$ cat src/rtl/vegetable_eater.sv
// -----------------------------------------------------------------------------
// vegetable_eater
//
// Consumer end of the vegetable position interface. Each clock the pig
// bounding box is compared against the current vegetable box; an overlap
// that persists for HIT_CYCLES consecutive samples is a bite. A bite issues
// a one-cycle new_round pulse (the locator respawns the vegetable on it),
// grows the pig and bumps the score, then the block sits in a cooldown so
// the comparators see the relocated vegetable before re-arming.
//
// Ports
//   clk        in   1   system clock
//   rst        in   1   synchronous active-high reset
//   start      in   1   leaves IDLE, clears score and growth (ignored elsewhere)
//   pigX/pigY  in  11   pig top-left corner
//   posX/posY  in  11   vegetable top-left corner
//   posX_end   in  11   vegetable right edge
//   posY_end   in  11   vegetable bottom edge
//   new_round  out  1   registered one-cycle respawn pulse
//   pig_growth out 11   registered pig growth (saturates at MAX_GROWTH)
//   score      out  8   registered bites eaten (saturates at 255)
//   armed      out  1   registered, high while waiting for a bite
// -----------------------------------------------------------------------------
module vegetable_eater #(
  parameter int PIG_SIZE        = 40,
  parameter int GROWTH_STEP     = 4,
  parameter int MAX_GROWTH      = 40,
  parameter int HIT_CYCLES      = 2,
  parameter int COOLDOWN_CYCLES = 4
) (
  input  logic        clk,
  input  logic        rst,
  input  logic        start,
  input  logic [10:0] pigX,
  input  logic [10:0] pigY,
  input  logic [10:0] posX,
  input  logic [10:0] posY,
  input  logic [10:0] posX_end,
  input  logic [10:0] posY_end,
  output logic        new_round,
  output logic [10:0] pig_growth,
  output logic [7:0]  score,
  output logic        armed
);

  localparam logic [11:0] SIZE_12  = 12'(PIG_SIZE);
  localparam logic [11:0] STEP_12  = 12'(GROWTH_STEP);
  localparam logic [11:0] MAX_12   = 12'(MAX_GROWTH);
  localparam logic [7:0]  HIT_LAST = 8'(HIT_CYCLES - 1);
  localparam logic [7:0]  CD_LAST  = 8'(COOLDOWN_CYCLES - 1);

  typedef enum logic [1:0] {
    ST_IDLE     = 2'd0,
    ST_ARMED    = 2'd1,
    ST_EAT      = 2'd2,
    ST_COOLDOWN = 2'd3
  } state_t;

  state_t      state_q, state_d;
  logic [7:0]  hit_q, hit_d;
  logic [7:0]  cd_q, cd_d;
  logic [10:0] growth_q, growth_d;
  logic [7:0]  score_q, score_d;
  logic        new_round_q, new_round_d;
  logic        armed_q, armed_d;

  logic [11:0] left_s, right_s, top_s, bottom_s;
  logic        overlap_s;
  logic        bite_s;
  logic [11:0] growth_sum_s;

  // Lower box edge: corner minus growth, clamped at zero instead of wrapping.
  function automatic logic [11:0] low_edge(input logic [10:0] corner,
                                           input logic [10:0] growth);
    logic [11:0] edge_v;
    if (growth > corner) begin
      edge_v = 12'd0;
    end else begin
      edge_v = {1'b0, corner} - {1'b0, growth};
    end
    return edge_v;
  endfunction

  // Upper box edge: 11-bit corner plus pig size always fits in 12 bits.
  function automatic logic [11:0] high_edge(input logic [10:0] corner);
    return {1'b0, corner} + SIZE_12;
  endfunction

  // Pig box and inclusive overlap test against the vegetable box.
  always_comb begin
    left_s    = low_edge(pigX, growth_q);
    right_s   = high_edge(pigX);
    top_s     = low_edge(pigY, growth_q);
    bottom_s  = high_edge(pigY);
    overlap_s = ({1'b0, posX_end} >= left_s)  && ({1'b0, posX} <= right_s) &&
                ({1'b0, posY_end} >= top_s)   && ({1'b0, posY} <= bottom_s);
  end

  // A bite is the armed overlap sample that completes the debounce count.
  always_comb begin
    if (state_q == ST_ARMED) begin
      bite_s = overlap_s && (hit_q == HIT_LAST);
    end else begin
      bite_s = 1'b0;
    end
  end

  // Next-state logic.
  always_comb begin
    state_d = state_q;
    case (state_q)
      ST_IDLE: begin
        if (start) begin
          state_d = ST_ARMED;
        end else begin
          state_d = ST_IDLE;
        end
      end
      ST_ARMED: begin
        if (bite_s) begin
          state_d = ST_EAT;
        end else begin
          state_d = ST_ARMED;
        end
      end
      ST_EAT: begin
        state_d = ST_COOLDOWN;
      end
      ST_COOLDOWN: begin
        if (cd_q == CD_LAST) begin
          state_d = ST_ARMED;
        end else begin
          state_d = ST_COOLDOWN;
        end
      end
      default: begin
        state_d = ST_IDLE;
      end
    endcase
  end

  // Counters, growth/score updates and registered outputs. Growth and score
  // are updated on the same edge that raises new_round (the ARMED->EAT edge).
  always_comb begin
    hit_d        = hit_q;
    cd_d         = cd_q;
    growth_d     = growth_q;
    score_d      = score_q;
    new_round_d  = 1'b0;
    armed_d      = (state_d == ST_ARMED);
    growth_sum_s = {1'b0, growth_q} + STEP_12;
    case (state_q)
      ST_IDLE: begin
        cd_d = 8'd0;
        if (start) begin
          score_d  = 8'd0;
          growth_d = 11'd0;
          hit_d    = 8'd0;
        end else begin
          hit_d = hit_q;
        end
      end
      ST_ARMED: begin
        if (bite_s) begin
          hit_d       = 8'd0;
          new_round_d = 1'b1;
          if (growth_sum_s > MAX_12) begin
            growth_d = MAX_12[10:0];
          end else begin
            growth_d = growth_sum_s[10:0];
          end
          if (score_q == 8'd255) begin
            score_d = 8'd255;
          end else begin
            score_d = score_q + 8'd1;
          end
        end else if (overlap_s) begin
          hit_d = hit_q + 8'd1;
        end else begin
          // Any gap in the overlap restarts the debounce.
          hit_d = 8'd0;
        end
      end
      ST_EAT: begin
        cd_d = 8'd0;
      end
      ST_COOLDOWN: begin
        if (cd_q == CD_LAST) begin
          cd_d  = 8'd0;
          hit_d = 8'd0;
        end else begin
          cd_d = cd_q + 8'd1;
        end
      end
      default: begin
        hit_d = 8'd0;
        cd_d  = 8'd0;
      end
    endcase
  end

  // State register.
  always_ff @(posedge clk) begin
    if (rst) begin
      state_q <= ST_IDLE;
    end else begin
      state_q <= state_d;
    end
  end

  // Datapath and output registers.
  always_ff @(posedge clk) begin
    if (rst) begin
      hit_q       <= 8'd0;
      cd_q        <= 8'd0;
      growth_q    <= 11'd0;
      score_q     <= 8'd0;
      new_round_q <= 1'b0;
      armed_q     <= 1'b0;
    end else begin
      hit_q       <= hit_d;
      cd_q        <= cd_d;
      growth_q    <= growth_d;
      score_q     <= score_d;
      new_round_q <= new_round_d;
      armed_q     <= armed_d;
    end
  end

  assign new_round  = new_round_q;
  assign pig_growth = growth_q;
  assign score      = score_q;
  assign armed      = armed_q;

endmodule

$ cat config.mk
export PLATFORM = sky130hd
export DESIGN_NAME = vegetable_eater
export DESIGN_NICKNAME = d
export VERILOG_FILES = /design/src/rtl/vegetable_eater.sv
export SDC_FILE = /design/constraint.sdc
export NUM_CORES = 1
export LEC_CHECK = 0
export CAP_MARGIN = 20
export CORE_MARGIN = 5
export CORE_UTILIZATION = 28
export DETAILED_ROUTE_END_ITERATION = 7
export SYNTH_ARGS = -nofsm -noshare
export SYNTH_HDL_FRONTEND = slang
export SYNTH_SLANG_ARGS = --single-unit
$ cat constraint.sdc
create_clock -name clk -period 5.26 [get_ports clk]
set_clock_uncertainty 0.1 [all_clocks]
set_input_delay 1.052 -clock clk [delete_from_list [all_inputs] [get_ports clk]]
set_output_delay 1.052 -clock clk [all_outputs]
set_load 0.1 [all_outputs]
---- Word-level counts from Yosys, hierarchy flattened ----
Index checks and enable logic that the tools add are counted.
operators by class
  add/sub/neg operators ................... 8
  multiply operators ...................... 0
  divide/modulo/power cells ............... 0
  $lt $le $gt $ge ......................... 7
  equal/unequal tests ..................... 10
  shift operators ......................... 0
  mux-type cells .......................... 22
  bitwise operators ....................... 1
  reduce and logical (&&, ||, !) cells .... 12
operators with widths
  cell                   count
  $mux 8                 7
  $mux 11                3
  $pmux 8 s2             2
  $add 11x6->12 const B  2
  $add 8x1->8 const B    3
  $ge 11x12->1           2
  $le 11x12->1           2
  $mux 12                2
  $pmux 8 s3             1
  $sub 11x11->12         2
  $gt 11x11->1           2
  $pmux 11 s2            1
  $add 11x3->12 const B  1
  $gt 12x6->1 const B    1
  $eq 8x1->1 const B     1
  $eq 8x2->1 const B     1
  $eq 8x8->1 const B     1
  $pmux 2 s4             1
  $ne 2x2->1 const B     3
  $reduce_and 3->1       2
  $eq 2x1->1 const B     2
  $eq 2x2->1 const B     2
  $logic_and 1x1->1      4
  $mux 2                 2
  other kinds (6)        10
word-level totals
  register bits ........................... 39
  latch bits .............................. 0
  RAM bits ................................ 0
  bits in read-only memories .............. 0
  bits of input ports ..................... 69
  output and inout bits ................... 21
  word-level logic and storage cells ...... 67
  memories kept ........................... 0

---- Depth between registers and ports, before layout ----
  depth after elaboration ................. 11
  mapped depth ............................ 20
  depth with buffers taken out ............ 17

---- Worst setup path after synthesis ----
Ideal clock, no wire load.
  path type ............................... register to register
  start ................................... reg growth_q[2] (netlist: pig_growth[2])
  end ..................................... reg growth_q[5] (netlist: pig_growth[5])
  library setup time ...................... 0.061 ns
  arrival time ............................ 4.955 ns
  data required time ...................... 5.099 ns
  setup slack ............................. 0.144 ns
  cell stages (with the launch flop) ...... 21
  path buffers ............................ 3
  cell sequence ........................... dfxtp_1 > inv_1 > ha_1 > nor2b_1 > o21ai_0 > a21o_1 > a21oi_1 > a31o_2 > a21o_1 > clkbuf_1 > and2_1 > ha_1 > nor3b_1 > nor2_1 > o31ai_1 > a311o_1 > or4_1 > buf_2 > buf_6 > nor4_1 > o22a_1
between the ends
  longest elaborated chain between the ends .. 10
RTL lines
  item                                                   line    source
  start, declared                                        62      logic [10:0] growth_q, growth_d;
  start signal, assigned                                 223     growth_q <= growth_d;
  $sub 11x11->12 / $gt 11x11->1 (equally long branches)  79, 76
  $mux 12                                                76      if (growth > corner) begin
  $ge 11x12->1                                           95      overlap_s = ({1'b0, posX_end} >= left_s) && ({1'b0, posX} <= right_s) &&
  $logic_and 1x1->1 (2 in series)                        95
  $logic_and 1x1->1                                      96      ({1'b0, posY_end} >= top_s) && ({1'b0, posY} <= bottom_s);
  $logic_and 1x1->1                                      102     bite_s = overlap_s && (hit_q == HIT_LAST);
  $mux 1                                                 101     if (state_q == ST_ARMED) begin
  $ne 2x2->1 (no line)                                   --
  $reduce_and 3->1 (no line)                             --
Parallel ways exist; a longest one is shown, timed or not. The select of a mux whose other input is x is not followed.
A chain may end at the register's enable or synchronous reset.

---- Worst setup path in the final report ----
  start ................................... in pigX[6]
  end ..................................... reg score_q[2] (netlist: score[2])
between the ends
  longest elaborated chain between the ends .. 10
RTL lines
  item                                                   line    source
  start, declared                                        34      input logic [10:0] pigX,
  $sub 11x11->12 / $gt 11x11->1 (equally long branches)  79, 76
  $mux 12                                                76
  $ge 11x12->1                                           95
  $logic_and 1x1->1 * (2 in series)                      95
  $logic_and 1x1->1 *                                    96
  $logic_and 1x1->1 *                                    102
  $mux 1 *                                               101
  $ne 2x2->1 (no line) *                                 --
  $reduce_and 3->1 (no line) *                           --
  end signal, assigned                                   224     score_q <= score_d;
  end, declared                                          63      logic [7:0] score_q, score_d;
Mark *: on every way between the ends. The rest lies on a longest branch, timed or not.

==> out/results.txt <==
Post-synthesis adder-cell area fraction: 23.6%
Worst R2R Setup Slack: 0.76 ns
#FFs+latches synth: 37
Most common cell after layout, fill and taps aside: clkdlybuf4s50_1
Gpl congestion: 0.807
GR Overflow Total: 0
# Post-CTS Setup Buffers: 0
Worst Slack Setup Final: 0.302 ns
H-tree depth: 2
Maximum vdd drop: 0.0948 mV
Dpl cells: 780
Die area: 0.0165 mm²
PwrDens: 162 mW/mm²
Largest family of logic cells by synthesized area: simple AND/OR/NAND/NOR gates
Global-route wire length before repair: 18300 µm
Top_reg_cell synth: dfxtp_1
Share of synthesized flip-flops with an asynchronous set or reset: 0%
Num CTS Buffers: 5
RSZ-0062 raised after global routing: no
GRT Overall Usage: 13.1%
Seq/Total Area, Yosys: 18.9%
Max_slew headroom: 32.5%
Post-Syn Area: 0.00393 mm²
Clock Tree Buf Depth: 2
Site row count: 43
Post-DP HPWL: 9160 µm
Endpoints failing setup: 0
Diode count: 0
Root buf cell: clkbuf_16
Vias in the first global route: 4047
Post-Synth Simple-Gate Area: 24.1%
Vias per std cell: 5.12
Warnings, synthesis: 0
Syn_area_per_cell: 7.90 µm²
Worst reg2reg path depth: 19
Routed length per placed instance: 14.0 µm
Leakage: 0.00224 µW
Synth top area cells: ha_1 (24%), dfxtp_1 (19%), nand2_1 (4.6%), xor2_1 (4.5%), nor2_1 (4.0%)
Total wire length: 11000 µm
Max Cap Viol: 0
CP arrival: 5.08 ns
Xor/xnor share of the synthesized area: 6.69%
Final min period: 4.96 ns
Finished Layout Cells: 787
Post-route ant nets: 0
Endpoint, Worst Hold: hit_q[7]$_SDFFE_PP0P_
1st-pass router iterations: 4
Least-Margin Pin Slew: 1.01 ns
Final hold violations: 0
Max-slew violation count: 0
Vias: 4030
CTS sink cnt: 37
Largest net degree at the start of global routing: 33
Compound-Gate Fraction of Synth Area: 22.0%
Die X: 128 µm
Worst Path Required: 5.38 ns
Drt drc: 0
Hold path startpoint: hit_q[7]$_SDFFE_PP0P_
Share of cells above drive strength 1: 8.07%
Reg2reg start: pig_growth[2]$_SDFFE_PP0P_
Hold Crit Class: flop to flop
Layout Nets: 750
CP Launch Type: primary input
Initial Utilization: 28.4%
Initial antenna violation count: 0
Port bufs: 87
Mapped Cells: 497
CTS tree: done
Area of the core: 0.0138 mm²
Cells on Worst Hold Path: 1
I/O pin count: 90
Worst-Skew Late Latency: 0.28 ns
Final core utilization: 38.8%
Worst Setup Path Type: primary input to flop
Post-synth top area share: 23.6%
DIE HEIGHT: 128 µm
Fmax: 0.202 GHz
Pre-CTS WS: -0.111 ns
Clock transition at path regs: 0.05 ns
Area Overhead vs Synth: 36.5%
CP endpoint kind: flop
CP max FO: 17
Post-synthesis mux area share: 0.541%
Number of synthesized flops with an enable pin: 0
Total power: 867 µW
FF-to-FF End: score[2]$_SDFFE_PP0P_
Most frequent cells in the layout: clkdlybuf4s50_1 (87), ha_1 (74), nand2_1 (48)
Initial DRC Count: 210
CTS-repair resized insts: 0
Unique cell type count in the Yosys netlist: 55
Largest area contributor in the netlist: ha_1
TNS Setup: 0 ns
Hold-fix buffers, CTS: 0
Status: completed
Fin crit share: 94.3%
## kinds of logic (layout without fill, tap and decap cells)
group | Yosys count | in the layout
flip-flops | 37 | 37
other | 2 | 6
XOR/XNOR | 30 | 30
AND/OR/NAND/NOR | 189 | 189
buffers and inverters | 37 | 143
adder cells (fa/ha/maj) | 74 | 74
AO/OA/AOI/OAI | 126 | 126
multiplexers | 2 | 2
## registers in the layout, indices dropped and copies added, names as in the netlist
register and flops:
cd_q 8, state_q 2, hit_q 8, armed 1, score 8, new_round 1, pig_growth 9
## area by class of cell
type,instances,area (µm²)
fillers,1378,8470
repair buffers,112,1080
flip-flops and latches,37,741
well taps,180,225
multi-input cells,427,3080
clock buffers,7,143
inverters,24,90.1
## through the flow
stage	cell area (µm²)	hold slack (ns)
5_1_grt	5360	0.424
3_3_place_gp	5180	0.382
2_1_floorplan	3940	0.349
6_report	5360	0.406
4_1_cts	5330	0.404
3_5_place_dp	5180	0.392
## cells in the mapped netlist (12+ instances only)
cell,n
nor3_1,19
nand3_1,17
xor2_1,20
nand2_1,48
a21oi_1,23
ha_1,74
dfxtp_1,37
nor2_1,42
nand2b_1,12
a21o_1,16
inv_1,24
o21ai_0,31
## layer usage
layer / up-vias / GRT usage, % / share of wire, %
li1: 2047 / - / -
met1: 1833 / 16.6 / 45
met2: 128 / 22.5 / 46
met3: 22 / 2.37 / 5.7
met4: 0 / 4.37 / 2.6
met5: - / 0 / 0
## how the worst max path moves through the flow
stage                          startpoint                    endpoint  slack, ns  depth (start not counted)
2_1_floorplan  pig_growth[2]$_SDFFE_PP0P_  pig_growth[5]$_SDFFE_PP0P_       0.14                         20
3_3_place_gp                      pigY[2]       score[2]$_SDFFE_PP0P_      -0.09                         17
3_5_place_dp                      pigY[2]       score[2]$_SDFFE_PP0P_      -0.11                         17
4_1_cts                           pigY[2]       score[2]$_SDFFE_PP0P_       0.14                         17
5_1_grt                           pigX[2]       score[2]$_SDFFE_PP0P_       0.05                         19
6_report                          pigX[6]       score[2]$_SDFFE_PP0P_       0.30                         17
## power breakdown
group | total [µW] | internal [µW] | switching (µW)
logic | 295 | 149 | 146
registers | 284 | 282 | 1.96
clock network | 288 | 186 | 103
total | 867 | 617 | 250
## worst max-delay path: stages
cell and delay, ns:
clkdlybuf4s50_1 0.47, ha_1 0.33, or2_2 0.27, a21oi_1 0.15
a21oi_1 0.07, a31o_2 0.25, a21o_1 0.21, and2_1 0.17
ha_1 0.27, nor3b_1 0.04, nor2_1 0.11, o31ai_1 0.08
a311o_1 0.39, or4_4 0.55, buf_12 0.17, nor3_4 0.25
a221o_1 0.21
(Power assumes the default switching activity.)
